===== src/rtl/day1_pkg.sv =====
// Shared definitions for the Day-1 rotation parser: nibble codes, parser states
// and the layout of one queued rotation record.
package day1_pkg;

    localparam logic [3:0] NIB_DIGIT_MAX = 4'h9;
    localparam logic [3:0] NIB_EOR       = 4'hA;
    localparam logic [3:0] NIB_EOS       = 4'hF;

    typedef enum logic [1:0] {
        ST_IDLE  = 2'd0,
        ST_ACCUM = 2'd1,
        ST_DONE  = 2'd2
    } state_t;

    // A record is packed MSB to LSB as {ovf, dir_r, amount}.
    localparam int REC_META_W = 2;

    function automatic int rec_width(input int amt_w);
        return amt_w + REC_META_W;
    endfunction

    function automatic logic is_digit(input logic [3:0] nib);
        return nib <= NIB_DIGIT_MAX;
    endfunction

endpackage


===== src/rtl/day1_rotation_parser_if.sv =====
// Valid/ready rotation-record channel from the parser to the dial core.
interface day1_rotation_parser_if #(
    parameter int AMT_W = 16
) ();

    logic             rot_valid;
    logic             rot_ready;
    logic             rot_dir_r;
    logic [AMT_W-1:0] rot_amount;
    logic             rot_ovf;

    modport master (
        output rot_valid,
        output rot_dir_r,
        output rot_amount,
        output rot_ovf,
        input  rot_ready
    );

    modport slave (
        input  rot_valid,
        input  rot_dir_r,
        input  rot_amount,
        input  rot_ovf,
        output rot_ready
    );

endinterface


===== src/rtl/day1_sync_fifo.sv =====
// Synchronous first-word-fall-through FIFO; the head is read straight out of the
// registered storage so a pushed word is visible the cycle after the push.
module day1_sync_fifo #(
    parameter int WIDTH = 18,
    parameter int DEPTH = 4
) (
    input  logic             sys_clk,
    input  logic             rst,
    input  logic             push,
    input  logic [WIDTH-1:0] push_data,
    input  logic             pop,
    output logic [WIDTH-1:0] head,
    output logic             full,
    output logic             empty
);

    localparam int PTR_W = $clog2(DEPTH);

    // The extra MSB separates full from empty when the index bits match.
    logic [PTR_W:0]   wr_ptr;
    logic [PTR_W:0]   rd_ptr;
    logic [WIDTH-1:0] mem [DEPTH];
    logic             do_push;
    logic             do_pop;

    assign empty   = (wr_ptr == rd_ptr);
    assign full    = (wr_ptr[PTR_W] != rd_ptr[PTR_W]) &&
                     (wr_ptr[PTR_W-1:0] == rd_ptr[PTR_W-1:0]);
    assign do_pop  = pop && !empty;
    assign do_push = push && (!full || do_pop);

    // NOTE: state registers use non-blocking assignments so every flop samples
    // pre-edge values regardless of statement order.
    always_ff @(posedge sys_clk) begin
        if (rst) begin
            wr_ptr <= '0;
            rd_ptr <= '0;
        end else begin
            if (do_push) wr_ptr <= wr_ptr + (PTR_W+1)'(1);
            if (do_pop)  rd_ptr <= rd_ptr + (PTR_W+1)'(1);
        end
    end

    // NOTE: storage is deliberately not reset; the pointers define which entries
    // are live, and the head is forced to zero while the FIFO is empty.
    always_ff @(posedge sys_clk) begin
        if (do_push) mem[wr_ptr[PTR_W-1:0]] <= push_data;
    end

    assign head = empty ? '0 : mem[rd_ptr[PTR_W-1:0]];

endmodule


===== src/rtl/day1_rotation_parser.sv =====
// Day-1 front end: turns a nibble stream of decimal digits and terminators into
// {direction, amount, overflow} records queued towards the dial core.
module day1_rotation_parser
    import day1_pkg::*;
#(
    parameter int AMT_W      = 16,
    parameter int FIFO_DEPTH = 4,
    parameter int DROP_W     = 8
) (
    input  logic                   sys_clk,
    input  logic                   rst,
    input  logic [3:0]             data_in,
    input  logic                   dir_r,
    day1_rotation_parser_if.master rot,
    output logic                   stream_done,
    output logic [DROP_W-1:0]      drop_cnt
);

    localparam int               REC_W   = rec_width(AMT_W);
    localparam logic [AMT_W-1:0] AMT_MAX = '1;

    state_t             state;
    state_t             state_next;
    logic [AMT_W-1:0]   acc;
    logic [AMT_W-1:0]   acc_next;
    logic               ovf;
    logic               ovf_next;
    logic               dir;
    logic               dir_next;
    logic               push_req;

    logic [AMT_W-1:0]   acc_base;
    logic [AMT_W+3:0]   acc_wide;
    logic               acc_sat;

    logic [REC_W-1:0]   fifo_head;
    logic               fifo_full;
    logic               fifo_empty;
    logic               pop;
    logic               drop;

    // A first digit restarts from zero; later digits extend the running value.
    assign acc_base = (state == ST_ACCUM) ? acc : '0;
    assign acc_wide = ({4'b0000, acc_base} << 3) + ({4'b0000, acc_base} << 1)
                    + (AMT_W+4)'(data_in);
    assign acc_sat  = |acc_wide[AMT_W+3:AMT_W];

    // NOTE: every output of this block gets a default first, so no path can
    // leave one unassigned and infer a latch.
    always_comb begin
        state_next = state;
        acc_next   = acc;
        ovf_next   = ovf;
        dir_next   = dir;
        push_req   = 1'b0;

        case (state)
            ST_IDLE, ST_ACCUM: begin
                if (is_digit(data_in)) begin
                    acc_next   = acc_sat ? AMT_MAX : acc_wide[AMT_W-1:0];
                    ovf_next   = ((state == ST_ACCUM) && ovf) || acc_sat;
                    dir_next   = (state == ST_IDLE) ? dir_r : dir;
                    state_next = ST_ACCUM;
                end else if (data_in == NIB_EOR) begin
                    push_req   = (state == ST_ACCUM);
                    acc_next   = '0;
                    ovf_next   = 1'b0;
                    state_next = ST_IDLE;
                end else if (data_in == NIB_EOS) begin
                    push_req   = (state == ST_ACCUM);
                    acc_next   = '0;
                    ovf_next   = 1'b0;
                    state_next = ST_DONE;
                end
            end
            ST_DONE: begin
                state_next = ST_DONE;
            end
            default: begin
                state_next = ST_IDLE;
            end
        endcase
    end

    always_ff @(posedge sys_clk) begin
        if (rst) begin
            state <= ST_IDLE;
            acc   <= '0;
            ovf   <= 1'b0;
            dir   <= 1'b0;
        end else begin
            state <= state_next;
            acc   <= acc_next;
            ovf   <= ovf_next;
            dir   <= dir_next;
        end
    end

    // A full FIFO still takes the record when the head leaves in the same cycle.
    assign pop  = rot.rot_valid && rot.rot_ready;
    assign drop = push_req && fifo_full && !pop;

    day1_sync_fifo #(
        .WIDTH (REC_W),
        .DEPTH (FIFO_DEPTH)
    ) u_fifo (
        .sys_clk   (sys_clk),
        .rst       (rst),
        .push      (push_req),
        .push_data ({ovf, dir, acc}),
        .pop       (pop),
        .head      (fifo_head),
        .full      (fifo_full),
        .empty     (fifo_empty)
    );

    assign rot.rot_valid = !fifo_empty;
    assign {rot.rot_ovf, rot.rot_dir_r, rot.rot_amount} = fifo_head;

    always_ff @(posedge sys_clk) begin
        if (rst) begin
            drop_cnt    <= '0;
            stream_done <= 1'b0;
        end else begin
            if (drop && (drop_cnt != '1)) drop_cnt <= drop_cnt + DROP_W'(1);
            if ((state == ST_DONE) && fifo_empty) stream_done <= 1'b1;
        end
    end

endmodule

===== src/flat_wrapper.sv =====
// flat-port wrapper written by rule: the top's interface ports become plain ports
module day1_rotation_parser_flat import day1_pkg::*;
#(
    parameter int AMT_W      = 16,
    parameter int FIFO_DEPTH = 4,
    parameter int DROP_W     = 8
)
  (sys_clk, rst, data_in, dir_r, stream_done, drop_cnt, rot_rot_valid, rot_rot_dir_r, rot_rot_amount, rot_rot_ovf, rot_rot_ready);
  day1_rotation_parser_if #(.AMT_W(AMT_W)) rot_i ();
  input  logic sys_clk;
  input  logic rst;
  input  logic [3:0] data_in;
  input  logic dir_r;
  output logic stream_done;
  output logic [DROP_W-1:0] drop_cnt;
  output wire logic [$bits(rot_i.rot_valid)-1:0] rot_rot_valid;
  output wire logic [$bits(rot_i.rot_dir_r)-1:0] rot_rot_dir_r;
  output wire logic [$bits(rot_i.rot_amount)-1:0] rot_rot_amount;
  output wire logic [$bits(rot_i.rot_ovf)-1:0] rot_rot_ovf;
  input wire logic [$bits(rot_i.rot_ready)-1:0] rot_rot_ready;
  assign rot_rot_valid = rot_i.rot_valid;
  assign rot_rot_dir_r = rot_i.rot_dir_r;
  assign rot_rot_amount = rot_i.rot_amount;
  assign rot_rot_ovf = rot_i.rot_ovf;
  assign rot_i.rot_ready = rot_rot_ready;
  day1_rotation_parser #(.AMT_W(AMT_W), .FIFO_DEPTH(FIFO_DEPTH), .DROP_W(DROP_W)) u_core (.sys_clk(sys_clk), .rst(rst), .data_in(data_in), .dir_r(dir_r), .rot(rot_i), .stream_done(stream_done), .drop_cnt(drop_cnt));
endmodule

===== config.mk =====
export PLATFORM = sky130hd
export DESIGN_NAME = day1_rotation_parser_flat
export DESIGN_NICKNAME = d
export VERILOG_FILES = /design/src/rtl/day1_pkg.sv /design/src/rtl/day1_rotation_parser_if.sv /design/src/rtl/day1_sync_fifo.sv /design/src/rtl/day1_rotation_parser.sv /design/src/flat_wrapper.sv
export SDC_FILE = /design/constraint.sdc
export NUM_CORES = 1
export LEC_CHECK = 0
export ABC_CLOCK_PERIOD_IN_PS = 4300
export BUFFER_PORTS_ARGS = -buffer_cell sky130_fd_sc_hd__buf_4
export CORE_MARGIN = 2
export CORE_UTILIZATION = 61
export CTS_BUF_LIST = sky130_fd_sc_hd__clkbuf_4 sky130_fd_sc_hd__clkbuf_8 sky130_fd_sc_hd__clkbuf_16
export CTS_CLUSTER_DIAMETER = 80
export DETAILED_ROUTE_END_ITERATION = 8
export GPL_TIMING_DRIVEN = 0
export PLACE_DENSITY_LB_ADDON = 0.2
export SLEW_MARGIN = 20
export SYNTH_ARGS = -nofsm -noshare
export SYNTH_HDL_FRONTEND = slang
export SYNTH_HIERARCHICAL = 1
export SYNTH_SLANG_ARGS = --single-unit

===== constraint.sdc =====
create_clock -name sys_clk -period 4.3 [get_ports sys_clk]
set_clock_uncertainty 0.05 [all_clocks]
set_input_delay 0.645 -clock sys_clk [delete_from_list [all_inputs] [get_ports sys_clk]]
set_output_delay 0.645 -clock sys_clk [all_outputs]
set_load 0.02 [all_outputs]

==> metrics.log, run 1 <==
[metrics] setup repair after global routing missed its margin: false
[metrics] max-cap check violation count: 0
[metrics] cell types with the largest area share after synthesis: edfxtp_1 (38%), dfxtp_1 (13%), ha_1 (8.2%), mux4_2 (7.1%), a21oi_1 (4.5%)
[metrics] TritonCTS clock tree: done
[metrics] area inside the core boundary: 9150 µm²
[metrics] leak pwr: 2.48 nW
[metrics] remaining global-route overflow: 0
[metrics] Yosys reg bits: 109
[metrics] Die Y: 100 µm
[metrics] fin. max-slew vios: 0
[metrics] dpl hpwl: 7940 µm
[metrics] PnR worst setup slack: 0.239 ns
[metrics] total non-filler cell area in the finished layout: 6370 µm²
[metrics] minimum clock period after layout: 4.06 ns
[metrics] antenna violations before repair: 0
[metrics] run status: finished, final reports clean
[metrics] area of all sequential standard cells: 2900 µm²
[metrics] worst slack at placement: -0.0337 ns
[metrics] Startpoint Class: register
[metrics] clock latency on the worst-skew pair: 0.36 ns
[metrics] GRT Resource Usage Total: 0.232
[metrics] Post-Synthesis Cell Area: 5680 µm²
[metrics] Most used DFF post-synth: edfxtp_1
[metrics] Avg WL per Cell: 17.6 µm
[metrics] remaining number of nets flagged by the antenna check after routing: 0
[metrics] Die Wd: 100 µm
[metrics] transition time of the tightest slew-check pin: 0.960 ns
[metrics] net count after synthesis: 504
[metrics] count of synthesis-stage warnings from yosys: 6
[metrics] share of synthesized area occupied by flip-flops and latches: 0.511
[metrics] Placed Instance Area: 6130 µm²
[metrics] adder-cell share of the synthesized area: 0.0886
[metrics] share of final-layout standard cells stronger than drive strength 1: 0.192
[metrics] synthesized instance count: 457
[metrics] class of the most critical setup path: reg -> reg
[metrics] number of cells on the worst hold path: 2
[metrics] Area Growth Syn to Fin: 12.3%
[metrics] final estimated routing congestion in global placement: 0.886
[metrics] Avg Inst Size Synth: 12.4 µm²
[metrics] share of the synthesized area in compound gates (AO/OA/AOI/OAI): 0.128
[metrics] maximum level of the CTS H-tree: 3
[metrics] die area: 10,100 µm²
[metrics] Starting Density: 0.620
[metrics] I/O Pins: 36
[metrics] Hold Vio Cnt, Final: 0
[metrics] largest family of logic cells by synthesized area: compound AO/OA/AOI/OAI gates
[metrics] clock sink count: 109
[metrics] type of the most critical hold path: reg -> reg
[metrics] number of cell rows: 35
[metrics] area share of the leading cell type in the synthesized netlist: 0.381
[metrics] DR vias: 3,756
[metrics] routed wire length: 11,000 µm
[metrics] depth of the worst register-to-register path: 14
[metrics] top cell type by total area after synthesis: edfxtp_1
[metrics] worst-case hold slack: 0.450 ns
[metrics] largest net degree at the start of global routing: 19
[metrics] DR vias/cell: 6.04
[metrics] ys async rst share: 0
[metrics] via count of the first global-routing pass: 3,626
[metrics] xor/xnor cell area share of the yosys netlist: 0.0416
[metrics] violation count after the first detailed-routing iteration: 266
[metrics] worst ir drop on vdd: 0.000212 V
[metrics] number of flops mapped to enable cells by yosys: 72
[metrics] worst path required time: 4.49 ns
[metrics] wire length of the first global-routing pass: 18,000 µm
[metrics] PortBufs: 35
[metrics] Max Freq: 246 MHz
[metrics] synth cell count leaders: edfxtp_1 (72), a21oi_1 (51), dfxtp_1 (37), ha_1 (37), nor2b_1 (23)
[metrics] Synth Area in Simple Gates: 0.114
[metrics] Crit. End Element: register
[metrics] total DRC errors in the routed layout: 0
[metrics] count leader, synth: edfxtp_1
[metrics] mux contribution to synthesized area: 0.0853
[metrics] clock buffers created by TritonCTS: 9
[metrics] Core Util, Final: 0.697
[metrics] total of fill cells in the finished design: 660
[metrics] max_slew headroom: 0.360
[metrics] Clock Root Buffer: clkbuf_8
[metrics] fin nets: 553
[metrics] Crit Path Max Fanout: 8
[metrics] TritonRoute pass-1 iters: 4
[metrics] Period Utilization, post-route: 0.944
[metrics] data arrival time of the worst path: 4.26 ns
[metrics] buffer depth of the longest clock path: 2
[metrics] setup-violating endpoint count in the final report: 0
[metrics] multi-input combinational cell area: 2630 µm²
[metrics] Clock Pin Slew Worst Setup and Hold Paths: 0.10 ns
[metrics] antenna diode instance count: 0
[metrics] PD cells: 314 nW/µm²
[metrics] count of unique library cells instantiated by Yosys: 60
[power breakdown]
part	switching, W	internal [W]
clock	0.000318	0.000348
sequential	0.0000169	0.00112
combinational	0.000118	0.0000792
[final cells by class]
type                    instances  share of cell area
well taps                     111              0.0218
clock buffers                  12              0.0230
plain buffers                  18              0.0194
flip-flops and latches        109               0.455
clock inverters                 4              0.0118
repair buffers                 39              0.0491
multi-input cells             316               0.412
inverters                      13             0.00765
[stage by stage]
step	total power, W	TNS (ns)	instances
after CTS	0.00202	0	620
after floorplan	0.00129	0	457
after detailed placement	0.00136	-0.210	604
after global routing	0.00207	0	622
after global placement	0.00135	-0.000666	603
final	0.00200	0	622
[critical path, stage by stage (launching register included)]
cell and delay (ns):
dfxtp_1 0.52, nor2b_2 0.15, and2_1 0.23, fa_1 0.55, inv_1 0.07, fa_1 0.45
nand2b_1 0.19, a21oi_1 0.28, nor2_1 0.08, o311ai_0 0.43, xor2_1 0.27, nor4_4 0.07
buf_4 0.19, buf_4 0.14, o32ai_1 0.28
[worst paths after layout]
path,from,endpoint,slack [ns]
setup / recovery,u_core/state[1],u_core/ovf,0.24
hold / removal,u_core/stream_done,u_core/stream_done,0.45
setup reg to reg,u_core/state[1],u_core/ovf,0.24
hold reg to reg,u_core/stream_done,u_core/stream_done,0.45
[timing repair]
action | CTS | global route
gates cloned | 0 | 0
setup buffers | 0 | 3
endpoints found under the setup margin | 11 | 17
hold buffers | 0 | 0
gates resized for setup | 1 | 3
pin swaps | 0 | 1
[logic make-up after synthesis]
group | Yosys count
xor+xnor | 27
simple gates | 115
buf+inv | 32
fa+ha+maj | 39
compound gates | 110
mux | 25
flops | 109
[flip-flops by register name (all words and copies together), names as in the netlist, named ones only]
register and cells:
u_core/u_fifo/mem 72, u_core/acc 16, u_core/drop_cnt 8, u_core/u_fifo/rd_ptr 3, u_core/u_fifo/wr_ptr 3, u_core/state 2
u_core/dir 1, u_core/ovf 1, u_core/stream_done 1
[cells in the final DEF, fill, tap and decap left out, types with 3 or more instances in the layout]
master         synthesis  final
edfxtp_1              72     72
a21oi_1               51     51
buf_4                  1     39
ha_1                  37     37
dfxtp_1               37     37
nor2b_1               23     22
nand2_1               22     22
and2_1                19     19
nor2_1                19     19
a211oi_1              18     18
mux4_2                18     18
xnor2_1               14     14
xor2_1                13     13
inv_1                 12     12
clkbuf_8               0      9
o21ai_0                8      8
a21o_1                 6      6
a31oi_1                6      6
clkbuf_1               7      5
nor3_1                 5      5
nand4_1                5      5
nand2b_1               4      4
dlygate4sd3_1          4      4
clkbuf_4               0      3
nand3b_1               3      3
nand3_1                3      3
buf_6                  3      3
mux2i_1                3      3
mux2_2                 3      3
[layer usage]
metal	GRT usage	wire, µm
met5	0	0
met4	0.0843	147
met3	0.0340	394
met2	0.373	5360
met1	0.323	5070
(Power assumes the default switching activity.)
==> inputs of run 2 (changes only) <==
--- a/config.mk
+++ b/config.mk
@@ -8,8 +8,8 @@
 export ABC_CLOCK_PERIOD_IN_PS = 4300
 export BUFFER_PORTS_ARGS = -buffer_cell sky130_fd_sc_hd__buf_4
 export CORE_MARGIN = 2
-export CORE_UTILIZATION = 61
-export CTS_BUF_LIST = sky130_fd_sc_hd__clkbuf_4 sky130_fd_sc_hd__clkbuf_8 sky130_fd_sc_hd__clkbuf_16
+export CORE_UTILIZATION = 63
+export CTS_BUF_LIST = sky130_fd_sc_hd__clkbuf_8
 export CTS_CLUSTER_DIAMETER = 80
 export DETAILED_ROUTE_END_ITERATION = 8
 export GPL_TIMING_DRIVEN = 0
==> run 2 against run 1 <==
Effect of this change:
- via count about the same
- global-route usage increased by 0.36 points
- die area decreased by 3.1%
- setup slack improved by 0.049 ns
- combinational power about the same
- clock power decreased by 3%
- non-clock buffer count unchanged
- power decreased by 0.93%
- first-iteration DRC count decreased by 12%
- routed wire length increased by 1.2%
- largest power group unchanged
- highest routed layer unchanged
==> metrics.log, run 2 (synthesis results as in run 1) <==
[metrics] Area Growth Syn to Fin: 12.0%
[metrics] antenna diode instance count: 0 (unchanged)
[metrics] Worst path top cell family by delay: adder cells
[metrics] number of flip-flops under the largest register name: 72 (unchanged)
[metrics] share of final-layout standard cells stronger than drive strength 1: 0.188 (-0.00391)
[metrics] Crit Path Max Fanout: 8 (unchanged)
[metrics] number of cells in the finished layout apart from fillers: 619 (-0.48%)
[metrics] dpl hpwl: 7900 µm (-0.46%)
[metrics] DR vias: 3,754 (-0.053%)
[metrics] top library cells by usage in the layout, fill and taps aside: edfxtp_1 (72), a21oi_1 (51), buf_4 (39), ha_1 (37), dfxtp_1 (37)
[metrics] routed wire length: 11,100 µm (+1.2%)
[metrics] hold-fix buffer count after cts: 0 (unchanged)
[metrics] largest net degree at the start of global routing: 21 (+2)
[metrics] type of the most critical hold path: reg -> reg
[metrics] Hold Vio Cnt, Final: 0 (unchanged)
[metrics] Die Wd: 98.9 µm (-1.5%)
[metrics] area of all sequential standard cells: 2900 µm² (unchanged)
[metrics] remaining global-route overflow: 0 (unchanged)
[metrics] final estimated routing congestion in global placement: 0.892 (+0.70%)
[metrics] fin. max-slew vios: 0 (unchanged)
[metrics] Crit. End Element: register
[metrics] fin nets: 553 (unchanged)
[metrics] clock latency on the worst-skew pair: 0.37 ns (about the same)
[metrics] PnR worst setup slack: 0.288 ns (+0.0486 ns)
[metrics] Avg WL per Cell: 17.9 µm (+1.7%)
[metrics] max-cap check violation count: 0 (unchanged)
[metrics] wire length of the first global-routing pass: 18,100 µm (+0.53%)
[metrics] number of cell rows: 34 (-2.9%)
[metrics] biggest cell delay along the critical path: 0.54 ns (about the same)
[metrics] data arrival time of the worst path: 4.23 ns (-0.03 ns)
[metrics] run status: finished, final reports clean
[metrics] Period Utilization, post-route: 0.933 (-0.0113)
[metrics] GRT Resource Usage Total: 0.235 (+0.00356)
[metrics] DR vias/cell: 6.06 (+0.43%)
[metrics] violation count after the first detailed-routing iteration: 233 (-12%)
[metrics] Post-Route Setup TNS: 0 ns (unchanged)
[metrics] transition time of the tightest slew-check pin: 0.927 ns (-0.0329 ns)
[metrics] antenna violations before repair: 0 (unchanged)
[metrics] Clock Pin Slew Worst Setup and Hold Paths: 0.11 ns (about the same)
[metrics] Clock Root Buffer: clkbuf_8
[metrics] Core Util, Final: 0.729 (+0.0329)
[metrics] leak pwr: 2.47 nW (-0.21%)
[metrics] clock buffers created by TritonCTS: 9 (unchanged)
[metrics] remaining number of nets flagged by the antenna check after routing: 0 (unchanged)
[metrics] Max Freq: 249 MHz (+1.2%)
[metrics] worst ir drop on vdd: 0.000197 V (-7.2%)
[metrics] I/O Pins: 36 (unchanged)
[metrics] PD cells: 312 nW/µm² (-0.72%)
[metrics] total DRC errors in the routed layout: 0 (unchanged)
[metrics] clock sink count: 109 (unchanged)
[metrics] minimum clock period after layout: 4.01 ns (-0.0486 ns)
[metrics] setup repair after global routing missed its margin: false
[metrics] max_slew headroom: 0.382 (+0.0219)
[metrics] total of fill cells in the finished design: 574 (-13%)
[metrics] via count of the first global-routing pass: 3,637 (+0.30%)
[metrics] critical-path cell with the highest stage delay: fa_1
[metrics] TritonCTS clock tree: done
[metrics] Starting Density: 0.651 (+0.0307)
[metrics] buffering stage count on the worst path with inverters included: 3 (unchanged)
[metrics] number of placed cells counting well taps: 601 (-0.50%)
[metrics] maximum level of the CTS H-tree: 3 (unchanged)
[metrics] setup-violating endpoint count in the final report: 0 (unchanged)
[metrics] PortBufs: 35 (unchanged)
[metrics] most common cell after layout, fill and taps aside: edfxtp_1
[metrics] buffer depth of the longest clock path: 2 (unchanged)
[metrics] area inside the core boundary: 8720 µm² (-4.7%)
[metrics] Die Y: 98.9 µm (-1.5%)
[metrics] Startpoint Class: register
[metrics] worst path required time: 4.52 ns (+0.03 ns)
[metrics] multi-input combinational cell area: 2620 µm² (-0.19%)
[metrics] die area: 9790 µm² (-3.1%)
[metrics] TritonRoute pass-1 iters: 4 (unchanged)
[metrics] class of the most critical setup path: reg -> reg
[metrics] ordered cell list for the critical path: nor2b_2, and2_1, fa_1, inv_1, fa_1, nand2b_1, a21oi_1, nor2_1, o311ai_0, xor2_1, nor4_4, buf_4, buf_4, o32ai_1
[metrics] worst slack at placement: -0.0515 ns (-0.0179 ns)
## run 2: cell types whose count changed in the layout (fill, tap and decap cells not counted), sizes merged
cell	previous run	this run
inv	12	15
clkbuf	19	16
clkinvlp	2	1
clkinv	1	3
bufinv	2	1
## run 2: worst paths after layout
kind	from	cells past startpoint	end	slack (ns)
setup / recovery	u_core/state[1]	14	u_core/ovf	0.29
hold / removal	u_core/stream_done	2	u_core/stream_done	0.45
setup reg to reg	u_core/state[1]	14	u_core/ovf	0.29
hold reg to reg	u_core/stream_done	2	u_core/stream_done	0.45
## run 2: cell type report
| cell class | instances | area share |
|---|---|---|
| Inverter | 13 | 0.00767 |
| Clock buffer | 9 | 0.0195 |
| Buffer | 18 | 0.0193 |
| Timing Repair Buffer | 39 | 0.0492 |
| Sequential cell | 109 | 0.456 |
| Clock inverter | 7 | 0.0148 |
| Tap cell | 108 | 0.0212 |
| Multi-Input combinational cell | 316 | 0.412 |
## run 2: per-layer routing
| metal | global-route usage | routed length [µm] | vias up |
|---|---|---|---|
| met2 | 0.366 | 5300 | 93 |
| li1 | - | - | 1818 |
| met3 | 0.0369 | 556 | 11 |
| met5 | 0 | 0 | - |
| met1 | 0.349 | 5100 | 1832 |
| met4 | 0.0643 | 147 | 0 |
## run 2: what timing repair did
item,CTS,global route
gates resized for setup,1,0
buffers inserted,0,3
pin swaps,0,1
setup endpoints to repair,10,17
gates cloned,0,0
endpoints found under the hold margin,0,0
## run 2: worst reg2reg max path, stage by stage (launching register included)
cell and delay (ns):
dfxtp_1 0.51, nor2b_2 0.15, and2_1 0.22, fa_1 0.54, inv_1 0.07, fa_1 0.45
nand2b_1 0.18, a21oi_1 0.27, nor2_1 0.09, o311ai_0 0.47, xor2_1 0.29, nor4_4 0.07
buf_4 0.20, buf_4 0.14, o32ai_1 0.24
## run 2: stage by stage
step | power, W | area [µm²] | hold slack (ns)
2_1_floorplan | 0.00129 | 5680 | 0.404
3_3_place_gp | 0.00135 | 6080 | 0.419
3_5_place_dp | 0.00136 | 6120 | 0.422
4_1_cts | 0.00199 | 6340 | 0.437
5_1_grt | 0.00206 | 6360 | 0.445
6_report | 0.00198 | 6360 | 0.449
## run 2: where the power goes
part | switching (W) | internal, W
combinational | 0.000118 | 0.0000788
sequential | 0.0000176 | 0.00112
clock | 0.000361 | 0.000285
==> inputs of run 3 (changes only) <==
--- a/config.mk
+++ b/config.mk
@@ -8,8 +8,7 @@
 export ABC_CLOCK_PERIOD_IN_PS = 4300
 export BUFFER_PORTS_ARGS = -buffer_cell sky130_fd_sc_hd__buf_4
 export CORE_MARGIN = 2
-export CORE_UTILIZATION = 63
-export CTS_BUF_LIST = sky130_fd_sc_hd__clkbuf_8
+export CORE_UTILIZATION = 61
 export CTS_CLUSTER_DIAMETER = 80
 export DETAILED_ROUTE_END_ITERATION = 8
 export GPL_TIMING_DRIVEN = 0
==> run 3 against run 2 <==
Effect of this change:
- clock-buffer cell count is 3 higher
- final area hardly changed
- cell count is 0.48% higher
- utilization is 3.4 points lower
- sequential cell count stayed put
- sequential share of layout area hardly changed
- highest routed layer unchanged
- routed wire length is 0.95% lower
- critical endpoint unchanged
- critical path depth stayed put
- maximum frequency is 0.90% lower
- register-to-register slack worse by 0.04 ns
==> metrics.log, run 3 (synthesis results as in run 1) <==
[metrics] run status: finished, final reports clean
[metrics] leak pwr: 2.47 nW (-0.20%)
[metrics] clock buffers created by TritonCTS: 9 (unchanged)
[metrics] type of the most critical hold path: reg -> reg
[metrics] die area: 10,100 µm² (+3.1%)
[metrics] buffer depth of the longest clock path: 2 (unchanged)
[metrics] wire length of the first global-routing pass: 18,000 µm (-0.53%)
[metrics] Die Wd: 100 µm (+1.6%)
[metrics] minimum clock period after layout: 4.05 ns (+0.0366 ns)
[metrics] clock latency on the worst-skew pair: 0.36 ns (about the same)
[metrics] max_slew headroom: 0.368 (-0.0143)
[metrics] final estimated routing congestion in global placement: 0.886 (-0.70%)
[metrics] Crit. End Element: register
[metrics] Avg WL per Cell: 17.7 µm (-1.4%)
[metrics] data arrival time of the worst path: 4.25 ns (+0.02 ns)
[metrics] Hold Vio Cnt, Final: 0 (unchanged)
[metrics] Area Growth Syn to Fin: 12.1% (about the same)
[metrics] share of final-layout standard cells stronger than drive strength 1: 0.186 (-0.00196)
[metrics] most common cell after layout, fill and taps aside: edfxtp_1
[metrics] largest net degree at the start of global routing: 19 (-9.5%)
[metrics] setup repair after global routing missed its margin: false
[metrics] violation count after the first detailed-routing iteration: 254 (+9.0%)
[metrics] total power: 0.00199 W (+0.16%)
[metrics] worst ir drop on vdd: 0.000213 V (+8.2%)
[metrics] Clock Root Buffer: clkbuf_8
[metrics] hold-fix buffer count after cts: 0 (unchanged)
[metrics] I/O Pins: 36 (unchanged)
[metrics] number of placed cells counting well taps: 604 (+0.50%)
[metrics] clock sink count: 109 (unchanged)
[metrics] Max Freq: 247 MHz (-0.90%)
[metrics] Period Utilization, post-route: 0.942 (+0.00851)
[metrics] fin nets: 553 (unchanged)
[metrics] DR vias: 3,766 (+0.32%)
[metrics] area inside the core boundary: 9150 µm² (+4.9%)
[metrics] Placed Instance Area: 6130 µm² (about the same)
[metrics] routed wire length: 11,000 µm (-0.95%)
[metrics] Startpoint Class: register
[metrics] antenna diode instance count: 0 (unchanged)
[metrics] Die Y: 100 µm (+1.6%)
[metrics] max-cap check violation count: 0 (unchanged)
[metrics] number of cell rows: 35 (+2.9%)
[metrics] maximum level of the CTS H-tree: 3 (unchanged)
[metrics] PD cells: 312 nW/µm² (+0.12%)
[metrics] worst-case hold slack: 0.450 ns (+0.000351 ns)
[metrics] worst path required time: 4.50 ns (-0.02 ns)
[metrics] number of flip-flops under the largest register name: 72 (unchanged)
[metrics] setup-violating endpoint count in the final report: 0 (unchanged)
[metrics] class of the most critical setup path: reg -> reg
[metrics] Core Util, Final: 0.695 (-0.0341)
[metrics] TritonRoute pass-1 iters: 5 (+1)
[metrics] Crit Path Max Fanout: 8 (unchanged)
[metrics] total DRC errors in the routed layout: 0 (unchanged)
[metrics] Starting Density: 0.620 (-0.0307)
[metrics] top library cells by usage in the layout, fill and taps aside: edfxtp_1 (72), a21oi_1 (51), buf_4 (39), ha_1 (37), dfxtp_1 (37)
[metrics] total non-filler cell area in the finished layout: 6360 µm² (about the same)
[metrics] remaining global-route overflow: 0 (unchanged)
[metrics] number of cells in the finished layout apart from fillers: 622 (+0.48%)
[metrics] TritonCTS clock tree: done
[metrics] GRT Resource Usage Total: 0.232 (-0.00356)
[metrics] via count of the first global-routing pass: 3,626 (-0.30%)
[metrics] Clock Pin Slew Worst Setup and Hold Paths: 0.10 ns (about the same)
[metrics] PortBufs: 35 (unchanged)
[metrics] transition time of the tightest slew-check pin: 0.949 ns (+0.0215 ns)
[metrics] fin. max-slew vios: 0 (unchanged)
[metrics] DR vias/cell: 6.05 (-0.16%)
[metrics] Reg-to-Reg Start: u_core/state[1]
[metrics] remaining number of nets flagged by the antenna check after routing: 0 (unchanged)
[metrics] antenna violations before repair: 0 (unchanged)
[metrics] worst hold path startpoint: u_core/stream_done
[metrics] dpl hpwl: 7940 µm (+0.46%)
[metrics] launch point of the worst path: u_core/state[1]
==> run 3: repair_timing <==
action                                  in CTS  in global routing
endpoints found under the setup margin      11                 17
resized for setup                            1                  3
buffers inserted                             0                  3
endpoints found under the hold margin        0                  0
pin swaps                                    0                  1
==> run 3: layout make-up <==
class	instances	area [µm²]
multi-input combinational	316	2630
fill	666	2790
buffer	18	124
clock inverter	4	75.1
inverter	13	48.8
sequential	109	2900
clock buffer	12	135
tap	111	139
timing repair buffer	39	313
==> run 3: power breakdown <==
group | switching, W | leakage, nW | internal (W)
Clock | 0.000321 | 0.0968 | 0.000329
Sequential | 0.0000169 | 0.962 | 0.00112
Combinational | 0.000118 | 1.41 | 0.0000793
==> run 3: worst max-delay path: stages, from the launching register on <==
cell and delay [ns]:
dfxtp_1 0.52, nor2b_2 0.15, and2_1 0.23, fa_1 0.55, inv_1 0.07, fa_1 0.45
nand2b_1 0.19, a21oi_1 0.28, nor2_1 0.08, o311ai_0 0.43, xor2_1 0.27, nor4_4 0.07
buf_4 0.19, buf_4 0.14, o32ai_1 0.28
==> run 3: path summary, 6_finish.rpt <==
check,slack (ns),endpoint,cells after the start
setup / recovery,0.25,u_core/ovf,14
hold / removal,0.45,u_core/stream_done,2
setup reg to reg,0.25,u_core/ovf,14
hold reg to reg,0.45,u_core/stream_done,2
==> run 3: metal layers <==
metal,GRT usage,vias to the layer above,wire [µm]
li1,-,1818,-
met1,0.323,1859,5090
met2,0.373,77,5390
met3,0.0340,12,390
met4,0.0843,0,127
met5,0,-,0
==> run 3: through the flow <==
stage               setup slack [ns]  setup TNS [ns]
finish                         0.251               0
global route                  0.0814               0
floorplan                      0.696               0
detailed placement           -0.0337          -0.210
CTS                           0.0257               0
global placement           -0.000573       -0.000666
